<file path="config.mk">
export PLATFORM = sky130hd
export DESIGN_NAME = lcd_ctrl
export DESIGN_NICKNAME = d
export VERILOG_FILES = /design/src/rtl/lcd_pkg.sv /design/src/rtl/lcd_delay_cnt.sv /design/src/rtl/lcd_ctrl.sv
export SDC_FILE = /design/constraint.sdc
export NUM_CORES = 1
export LEC_CHECK = 0
export CAP_MARGIN = 20
export CORE_AREA = 2 2 68 70
export CTS_CLUSTER_DIAMETER = 60
export DETAILED_ROUTE_END_ITERATION = 10
export DIE_AREA = 0 0 70 72
export PLACE_DENSITY_LB_ADDON = 0.15
export SLEW_MARGIN = 10
export SYNTH_ARGS = -nofsm -noshare
export SYNTH_HDL_FRONTEND = slang
export SYNTH_HIERARCHICAL = 1
export SYNTH_SLANG_ARGS = --single-unit
export TNS_END_PERCENT = 100
</file>
<file path="constraint.sdc">
create_clock -name clk_i -period 3.3 [get_ports clk_i]
set_input_delay 0.99 -clock clk_i [delete_from_list [all_inputs] [get_ports clk_i]]
set_output_delay 0.99 -clock clk_i [all_outputs]
set_load 0.02 [all_outputs]
</file>
<file path="src/rtl/lcd_pkg.sv">
// Shared types and constants for the HD44780 character LCD write controller.
package lcd_pkg;

    typedef enum logic [2:0] {
        ST_PWRUP     = 3'd0,
        ST_INIT_LOAD = 3'd1,
        ST_IDLE      = 3'd2,
        ST_SETUP     = 3'd3,
        ST_EN_HIGH   = 3'd4,
        ST_HOLD      = 3'd5,
        ST_WAIT      = 3'd6
    } lcd_state_e;

    // Power-up init sequence, sent in this order.
    localparam logic [7:0] LCD_FUNC_SET = 8'h38;
    localparam logic [7:0] LCD_DISP_ON  = 8'h0C;
    localparam logic [7:0] LCD_CLEAR    = 8'h01;
    localparam logic [7:0] LCD_ENTRY    = 8'h06;
    localparam logic [7:0] LCD_HOME     = 8'h02;
    localparam int         INIT_LEN     = 4;

    // Clear and return-home (0x02 and its don't-care twin 0x03) are the slow
    // instructions; they only apply to the instruction register (rs=0).
    function automatic logic needs_long_wait(input logic rs, input logic [7:0] data);
        return (rs == 1'b0) &&
               ((data == LCD_CLEAR) || (data == LCD_HOME) || (data == 8'h03));
    endfunction

endpackage

</file>
<file path="src/rtl/lcd_delay_cnt.sv">
// Loadable down-counter used to time every phase of the LCD bus cycle.
// Stops at zero; never wraps.
module lcd_delay_cnt
    import lcd_pkg::*;
#(
    parameter int               CNT_W   = 20,
    parameter logic [CNT_W-1:0] RST_VAL = '0
) (
    input  logic             clk_i,
    input  logic             rst_ni,
    input  logic             load,
    input  logic [CNT_W-1:0] load_val,
    output logic             cnt_zero
);

    logic [CNT_W-1:0] cnt_r;

    // Load on phase entry, otherwise count down and hold at zero.
    always_ff @(posedge clk_i or negedge rst_ni) begin
        if (!rst_ni) begin
            cnt_r <= RST_VAL;
        end else if (load) begin
            cnt_r <= load_val;
        end else if (cnt_r != {CNT_W{1'b0}}) begin
            cnt_r <= cnt_r - CNT_W'(1);
        end else begin
            cnt_r <= cnt_r;
        end
    end

    assign cnt_zero = (cnt_r == {CNT_W{1'b0}});

endmodule

</file>
<file path="src/rtl/lcd_ctrl.sv">
// HD44780 write-only controller: power-up init, then one timed bus cycle
// (setup / enable / hold / execution wait) per accepted byte.
module lcd_ctrl
    import lcd_pkg::*;
#(
    parameter int T_PWRUP = 750000,
    parameter int T_SETUP = 4,
    parameter int T_EN    = 25,
    parameter int T_HOLD  = 2,
    parameter int T_CMD   = 2500,
    parameter int T_CLR   = 100000,
    parameter int CNT_W   = 20
) (
    input  logic       clk_i,
    input  logic       rst_ni,
    input  logic       wr_valid,
    output logic       wr_ready,
    input  logic       wr_rs,
    input  logic [7:0] wr_data,
    output logic       init_done,
    output logic       lcd_on,
    output logic       lcd_en,
    output logic       lcd_rs,
    output logic       lcd_rw,
    output logic [7:0] lcd_data
);

    localparam logic [CNT_W-1:0] PWRUP_LD = CNT_W'(T_PWRUP - 1);
    localparam logic [CNT_W-1:0] SETUP_LD = CNT_W'(T_SETUP - 1);
    localparam logic [CNT_W-1:0] EN_LD    = CNT_W'(T_EN - 1);
    localparam logic [CNT_W-1:0] HOLD_LD  = CNT_W'(T_HOLD - 1);
    localparam logic [CNT_W-1:0] CMD_LD   = CNT_W'(T_CMD - 1);
    localparam logic [CNT_W-1:0] CLR_LD   = CNT_W'(T_CLR - 1);
    localparam logic [1:0]       INIT_LAST = 2'(INIT_LEN - 1);

    lcd_state_e       state_r;
    logic             wr_ready_r;
    logic             init_done_r;
    logic             lcd_on_r;
    logic             lcd_en_r;
    logic             lcd_rs_r;
    logic [7:0]       lcd_data_r;
    logic [1:0]       init_idx_r;

    logic             accept_s;
    logic             cnt_load_s;
    logic [CNT_W-1:0] cnt_val_s;
    logic             cnt_zero_s;
    logic [7:0]       rom_data_s;

    assign accept_s = wr_valid && wr_ready_r;

    lcd_delay_cnt #(
        .CNT_W   (CNT_W),
        .RST_VAL (PWRUP_LD)
    ) u_delay (
        .clk_i    (clk_i),
        .rst_ni   (rst_ni),
        .load     (cnt_load_s),
        .load_val (cnt_val_s),
        .cnt_zero (cnt_zero_s)
    );

    // Init ROM: command sent for each step of the power-up sequence.
    always_comb begin
        rom_data_s = LCD_FUNC_SET;
        case (init_idx_r)
            2'd0:    rom_data_s = LCD_FUNC_SET;
            2'd1:    rom_data_s = LCD_DISP_ON;
            2'd2:    rom_data_s = LCD_CLEAR;
            2'd3:    rom_data_s = LCD_ENTRY;
            default: rom_data_s = LCD_FUNC_SET;
        endcase
    end

    // Counter reload: each timed phase starts at N-1 on the edge that enters it.
    always_comb begin
        cnt_load_s = 1'b0;
        cnt_val_s  = SETUP_LD;
        case (state_r)
            ST_INIT_LOAD: begin
                cnt_load_s = 1'b1;
                cnt_val_s  = SETUP_LD;
            end
            ST_IDLE: begin
                if (accept_s) begin
                    cnt_load_s = 1'b1;
                    cnt_val_s  = SETUP_LD;
                end else begin
                    cnt_load_s = 1'b0;
                end
            end
            ST_SETUP: begin
                if (cnt_zero_s) begin
                    cnt_load_s = 1'b1;
                    cnt_val_s  = EN_LD;
                end else begin
                    cnt_load_s = 1'b0;
                end
            end
            ST_EN_HIGH: begin
                if (cnt_zero_s) begin
                    cnt_load_s = 1'b1;
                    cnt_val_s  = HOLD_LD;
                end else begin
                    cnt_load_s = 1'b0;
                end
            end
            ST_HOLD: begin
                if (cnt_zero_s) begin
                    cnt_load_s = 1'b1;
                    cnt_val_s  = needs_long_wait(lcd_rs_r, lcd_data_r) ? CLR_LD : CMD_LD;
                end else begin
                    cnt_load_s = 1'b0;
                end
            end
            default: begin
                cnt_load_s = 1'b0;
                cnt_val_s  = SETUP_LD;
            end
        endcase
    end

    // Sequencer: walks init ROM, then services one handshake write per bus cycle.
    always_ff @(posedge clk_i or negedge rst_ni) begin
        if (!rst_ni) begin
            state_r     <= ST_PWRUP;
            wr_ready_r  <= 1'b0;
            init_done_r <= 1'b0;
            lcd_on_r    <= 1'b0;
            lcd_en_r    <= 1'b0;
            lcd_rs_r    <= 1'b0;
            lcd_data_r  <= 8'h00;
            init_idx_r  <= 2'd0;
        end else begin
            lcd_on_r <= 1'b1;
            case (state_r)
                ST_PWRUP: begin
                    if (cnt_zero_s) begin
                        state_r <= ST_INIT_LOAD;
                    end
                end
                ST_INIT_LOAD: begin
                    lcd_rs_r   <= 1'b0;
                    lcd_data_r <= rom_data_s;
                    state_r    <= ST_SETUP;
                end
                ST_IDLE: begin
                    if (accept_s) begin
                        lcd_rs_r   <= wr_rs;
                        lcd_data_r <= wr_data;
                        wr_ready_r <= 1'b0;
                        state_r    <= ST_SETUP;
                    end else begin
                        wr_ready_r <= init_done_r;
                    end
                end
                ST_SETUP: begin
                    if (cnt_zero_s) begin
                        lcd_en_r <= 1'b1;
                        state_r  <= ST_EN_HIGH;
                    end
                end
                ST_EN_HIGH: begin
                    if (cnt_zero_s) begin
                        lcd_en_r <= 1'b0;
                        state_r  <= ST_HOLD;
                    end
                end
                ST_HOLD: begin
                    if (cnt_zero_s) begin
                        state_r <= ST_WAIT;
                    end
                end
                ST_WAIT: begin
                    if (cnt_zero_s) begin
                        if (!init_done_r) begin
                            if (init_idx_r == INIT_LAST) begin
                                init_done_r <= 1'b1;
                                state_r     <= ST_IDLE;
                            end else begin
                                init_idx_r <= init_idx_r + 2'd1;
                                state_r    <= ST_INIT_LOAD;
                            end
                        end else begin
                            state_r <= ST_IDLE;
                        end
                    end
                end
                default: begin
                    state_r <= ST_PWRUP;
                end
            endcase
        end
    end

    assign wr_ready  = wr_ready_r;
    assign init_done = init_done_r;
    assign lcd_on    = lcd_on_r;
    assign lcd_en    = lcd_en_r;
    assign lcd_rs    = lcd_rs_r;
    assign lcd_rw    = 1'b0;
    assign lcd_data  = lcd_data_r;

endmodule

</file>
==> impl_metrics.env, run 1 <==
export IMPL_drv_slew=0
export IMPL_cpMaxStageDelayCell="or4_4"
export IMPL_cts_htree_levels=2
export IMPL_synth_mux_area_fraction_pct=10.8
export IMPL_drive_gt1_share_pct=22.7
export IMPL_coreArea_um2=4260
export IMPL_r2r_start="u_delay/cnt_r[17]"
export IMPL_leakagePower_nw=1.12
export IMPL_cts_tree="done"
export IMPL_grt_overflow_total=0
export IMPL_async_flop_share_pct=100
export IMPL_antenna_left=0
export IMPL_synthFlopType="dfrtp_1"
export IMPL_power_mw=1.65
export IMPL_drt_iter0_markers=108
export IMPL_setup_worst_path_start="u_delay/cnt_r[17]"
export IMPL_setup_tns_final_ps=0
export IMPL_min_path_type="register to register"
export IMPL_start_kind="register"
export IMPL_post_route_util_pct=64.1
export IMPL_worst_r2r_endpoint="u_delay/cnt_r[3]"
export IMPL_synth_cells=226
export IMPL_synth_top_family_by_area="simple AND/OR/NAND/NOR gates"
export IMPL_track_usage_pct=19.5
export IMPL_via_count=1648
export IMPL_powerDensity_nw_per_um2=603
export IMPL_skew_ps=9.28
export IMPL_nNetsFinal=272
export IMPL_layout_common_cells="27 x nand2_1, 25 x dfrtp_1, 23 x clkdlybuf4s50_1, 13 x inv_1, 13 x dfstp_2"
export IMPL_nFillCells=361
export IMPL_clk_latency_ps=290
export IMPL_finalCritPeriodShare_pct=85.6
export IMPL_cts_resized=0
export IMPL_cts_num_sinks=38
export IMPL_drv_cap=0
export IMPL_synth_xor_area_share_pct=6.42
export IMPL_synth_ff_latch_count=38
export IMPL_critical_path_max_stage_delay_ps=550
export IMPL_synth_compound_area_share_pct=13.5
export IMPL_reg2reg_depth=7
export IMPL_postCtsHoldBufs=0
export IMPL_post_cts_setup_buffer_count=0
export IMPL_cts_clk_slew_worst_paths_ps=80
export IMPL_synth_adder_area_share_pct=3.24
export IMPL_critPathMaxFanout=20
export IMPL_yosysSeqAreaShare_pct=41.7
export IMPL_critPathArrivalTime_ps=3040
export IMPL_dp_hpwl_mm=3.16
export IMPL_status="completed"
export IMPL_worst_pin_slew_ps=833
export IMPL_first_pass_iters=4
export IMPL_fin_crit_ps=2820
export IMPL_routed_wl_mm=4.44
export IMPL_timing_worst_setup_path_type="register to register"
export IMPL_worstPathCellList="or3_1, or4_4, nor2_8, mux2i_1, o21ai_2, buf_4, mux2_2"
export IMPL_timing_fmax_mhz=354
export IMPL_synth_edf_count=0
export IMPL_end_kind="register"
export IMPL_ir_drop_uv=283
export IMPL_setup_violations=0
export IMPL_layout_commonest_cell="nand2_1"
export IMPL_crit_required_ps=3520
export IMPL_place_gp_congestion=0.810
export IMPL_io_pin_count=26
export IMPL_dieArea_um2=5040
export IMPL_grt_max_degree=39
export IMPL_r2r_slack_ps=480
export IMPL_hold_viol=0
export IMPL_ys_types=53
export IMPL_rows=24
export IMPL_portBuffers=24
export IMPL_grt_pass1_vias=1696
export IMPL_drc_errors=0
export IMPL_synthSimpleGateAreaFrac_pct=18.7
export IMPL_wl_per_cell_um=14.5
export IMPL_die_height_um=72
export IMPL_ys_warn_count=6
export IMPL_vias_per_cell=5.37
export IMPL_die_w_um=70
export IMPL_rsz0062_at_grt="no"
export IMPL_cts_root_buf="clkbuf_8"
export IMPL_avgSynthCellArea_um2=10.3
export IMPL_relSlewSlack_pct=44.4
export IMPL_area_growth_pct=17.9
export IMPL_grt_pass1_wl_mm=7.71
export IMPL_clockBufferDepth=2
export IMPL_whs_ps=489
export IMPL_cts_made_buffers=5
export IMPL_initial_core_util_pct=54.4
export IMPL_synthesis_area_um2=2320
export IMPL_antenna_found_initial=0
export IMPL_n_antenna_cell=0
export IMPL_endpoint="u_delay/cnt_r[3]"
==> registers in the layout, indices dropped and copies added (netlist names) <==
register       flops
lcd_on             1
init_done          1
u_delay/cnt_r     20
lcd_data           8
init_idx_r         2
wr_ready           1
state_r            3
lcd_rs             1
lcd_en             1
==> layer usage <==
layer,wire [µm],track usage (%)
met4,57,6.20
met1,2090,25.3
met5,0,0
met3,111,4.17
met2,2180,32.9
==> power by group <==
part / internal [mW] / leakage (nW) / total [mW] / switching, mW
combinational: 0.203 / 0.610 / 0.403 / 0.200
sequential: 0.638 / 0.443 / 0.759 / 0.121
clock: 0.322 / 0.0714 / 0.487 / 0.164
total: 1.16 / 1.12 / 1.65 / 0.485
==> layout make-up <==
| class | count | area [µm²] | area share, % |
|---|---|---|---|
| clock buffer | 6 | 82.6 | 3.02 |
| clock inverter | 2 | 60.1 | 2.20 |
| inverter | 13 | 48.8 | 1.78 |
| multi-input combinational | 170 | 1260 | 46.1 |
| sequential | 38 | 967 | 35.4 |
| tap | 52 | 65.1 | 2.38 |
| timing repair buffer | 26 | 250 | 9.15 |
==> cell usage after synthesis (all sizes together), types with 2 or more instances <==
cell type | instances | area (µm²)
nor3 | 6 | 30.0
xor2 | 7 | 61.3
nand2 | 27 | 101
inv | 13 | 48.8
or4 | 4 | 37.5
or2 | 2 | 15.0
or3 | 3 | 18.8
mux2 | 14 | 191
nand3 | 2 | 10.0
conb | 2 | 7.51
nand4b | 2 | 23.8
ha | 6 | 75.1
a21o | 3 | 22.5
nor4 | 5 | 37.5
nand4 | 3 | 25.0
mux2i | 6 | 60.1
clkbuf | 4 | 15.0
xnor2 | 10 | 87.6
o21ai | 24 | 154
buf | 8 | 57.6
nor2 | 11 | 57.6
nand2b | 2 | 12.5
dfstp | 13 | 342
o31ai | 6 | 50.1
nor3b | 3 | 27.5
dfrtp | 25 | 626
or3b | 2 | 17.5
a21oi | 3 | 26.3
==> worst min-delay path by stage <==
stage / from / end / depth (start not counted)
floorplan: init_idx_r[0] / init_idx_r[0] / 1
global placement: lcd_en / lcd_en / 1
detailed placement: lcd_en / lcd_en / 1
CTS: lcd_en / lcd_en / 1
global route: lcd_en / lcd_en / 1
finish: lcd_en / lcd_en / 1
==> stage by stage <==
| step | cells | cell area (µm²) | setup WS (ps) |
|---|---|---|---|
| 6_report | 307 | 2730 | 476 |
| 5_1_grt | 307 | 2730 | 307 |
| 4_1_cts | 307 | 2730 | 474 |
| 3_5_place_dp | 299 | 2590 | 478 |
| 3_3_place_gp | 299 | 2590 | 541 |
| 2_1_floorplan | 233 | 2340 | 583 |
==> critical path, delay by kind of cell, from the launching register on <==
kind / cells / cell delay (ps)
DFF: 1 / 390
and+or+nand+nor: 3 / 1210
muxes: 2 / 490
AOI/OAI and AO/OA: 1 / 370
buffers and inverters: 1 / 310
==> kinds of logic (layout without fill, tap and decap cells) <==
kind of cell,Yosys count,in the layout
AND/OR/NAND/NOR,75,75
AO/OA/AOI/OAI,43,43
XOR/XNOR,17,17
buffers and inverters,25,47
other,2,9
adder cells (fa/ha/maj),6,6
multiplexers,20,20
flip-flops,38,38
Power figures use the tool's default switching activity.
==> run 2, diff against run 1 <==
--- a/config.mk
+++ b/config.mk
@@ -6,10 +6,10 @@
 export NUM_CORES = 1
 export LEC_CHECK = 0
 export CAP_MARGIN = 20
-export CORE_AREA = 2 2 68 70
+export CORE_AREA = 2 2 52 91
 export CTS_CLUSTER_DIAMETER = 60
 export DETAILED_ROUTE_END_ITERATION = 10
-export DIE_AREA = 0 0 70 72
+export DIE_AREA = 0 0 54 93
 export PLACE_DENSITY_LB_ADDON = 0.15
 export SLEW_MARGIN = 10
 export SYNTH_ARGS = -nofsm -noshare
==> impl_metrics.env, run 2 (synthesis results as in run 1) <==
export IMPL_status="completed"
export IMPL_top_register="u_delay/cnt_r"
export IMPL_cts_root_buf="clkbuf_8"
export IMPL_fin_crit_ps=2830
export IMPL_n_antenna_cell=0
export IMPL_drc_errors=0
export IMPL_nNetsFinal=273
export IMPL_coreArea_um2=4320
export IMPL_die_w_um=54
export IMPL_layout_common_cells="27 x nand2_1, 25 x dfrtp_1, 23 x clkdlybuf4s50_1, 13 x inv_1, 13 x dfstp_2"
export IMPL_drv_slew=0
export IMPL_grt_max_degree=39
export IMPL_post_cts_setup_buffer_count=0
export IMPL_vias_per_cell=5.39
export IMPL_postCtsHoldBufs=0
export IMPL_leakagePower_nw=1.13
export IMPL_worst_pin_slew_ps=835
export IMPL_timing_fmax_mhz=353
export IMPL_rows=32
export IMPL_rsz0062_at_grt="no"
export IMPL_dieArea_um2=5020
export IMPL_worstPathCellList="or3_1, or4_4, nor2_8, mux2i_1, o21ai_2, buf_4, a211oi_1, a21o_1"
export IMPL_setup_worst_path_start="u_delay/cnt_r[17]"
export IMPL_setup_violations=0
export IMPL_routed_wl_mm=4.70
export IMPL_dp_hpwl_mm=3.45
export IMPL_path_delay_family="simple AND/OR/NAND/NOR gates"
export IMPL_ir_drop_uv=398
export IMPL_antenna_found_initial=0
export IMPL_nFillCells=378
export IMPL_setup_tns_final_ps=0
export IMPL_hp_start="lcd_en"
export IMPL_critical_path_max_stage_delay_ps=600
export IMPL_drt_iter0_markers=26
export IMPL_first_pass_iters=4
export IMPL_wl_per_cell_um=15.3
export IMPL_start_kind="register"
export IMPL_cts_made_buffers=5
export IMPL_die_height_um=93
export IMPL_finalCritPeriodShare_pct=85.8
export IMPL_cts_clk_slew_worst_paths_ps=80
export IMPL_io_pin_count=26
export IMPL_crit_required_ps=3490
export IMPL_area_growth_pct=18.0
export IMPL_path_buf_inv=1
export IMPL_hold_viol=0
export IMPL_cts_htree_levels=2
export IMPL_drv_cap=0
export IMPL_clockBufferDepth=2
export IMPL_largest_reg_flops=20
export IMPL_end_kind="register"
export IMPL_r2r_start="u_delay/cnt_r[17]"
export IMPL_critPathArrivalTime_ps=3020
export IMPL_place_gp_congestion=0.806
export IMPL_cts_tree="done"
export IMPL_cts_num_sinks=38
export IMPL_portBuffers=24
export IMPL_clk_latency_ps=290
export IMPL_grt_pass1_vias=1689
export IMPL_critPathMaxFanout=18
export IMPL_grt_overflow_total=0
export IMPL_layout_commonest_cell="nand2_1"
export IMPL_cts_resized=0
export IMPL_timing_worst_setup_path_type="register to register"
export IMPL_relSlewSlack_pct=44.3
export IMPL_via_count=1655
export IMPL_antenna_left=0
export IMPL_drive_gt1_share_pct=23.0
export IMPL_grt_pass1_wl_mm=7.98
export IMPL_skew_ps=10.7
export IMPL_min_path_type="register to register"
export IMPL_whs_ps=494
export IMPL_track_usage_pct=21.8
export IMPL_cpMaxStageDelayCell="o21ai_2"
export IMPL_powerDensity_nw_per_um2=601
export IMPL_initial_core_util_pct=53.6
-- run 2: cell types whose count changed in the layout (fill, tap and decap cells not counted) --
cell      previous run  this run
buf_4                2         3
clkbuf_8             6         5
clkinv_4             0         1
-- run 2: per-stage QoR --
step                      instance area [µm²]  setup slack [ps]  std cells  utilization (%)  total power [mW]
after global routing                     2740               268        307             63.3              1.75
final                                    2740               470        307             63.3              1.64
after global placement                   2600               523        299             60.1              1.16
after CTS                                2740               475        307             63.3              1.66
after detailed placement                 2600               488        299             60.1              1.17
after floorplan                          2340               583        233                -              1.06
-- run 2: per-layer routing --
| layer | wire, µm | up-vias | global-route usage (%) |
|---|---|---|---|
| met5 | 0 | - | 0 |
| met4 | 109 | 0 | 8.75 |
| met3 | 126 | 9 | 3.83 |
| met2 | 2650 | 30 | 39.2 |
| met1 | 1820 | 785 | 23.9 |
| li1 | - | 831 | - |
-- run 2: worst paths after layout --
path / endpoint / slack [ps] / cells after the start
setup / recovery: u_delay/cnt_r[6] / 470 / 8
hold / removal: lcd_en / 490 / 1
setup reg to reg: u_delay/cnt_r[6] / 470 / 8
hold reg to reg: lcd_en / 490 / 1
max in group asynchronous: lcd_data[3] / 1980 / 1
min in group asynchronous: u_delay/cnt_r[6] / 800 / 1
-- run 2: report_power, final --
group          internal (mW)  switching [mW]  total (mW)
sequential             0.638           0.124       0.762
clock                  0.303           0.174       0.477
combinational          0.201           0.203       0.404
-- run 2: cell type report --
class	count	area [µm²]	area share, %
inverter	13	48.8	1.78
tap	51	63.8	2.33
timing repair buffer	27	258	9.42
clock inverter	3	68.8	2.52
sequential	38	967	35.4
multi-input combinational	170	1260	46.1
clock buffer	5	68.8	2.52
-- run 2: worst reg2reg max path: stages (launching register included) --
cell	delay [ps]
dfstp_2	390
or3_1	390
or4_4	540
nor2_8	170
mux2i_1	110
o21ai_2	600
buf_4	310
a211oi_1	70
a21o_1	160
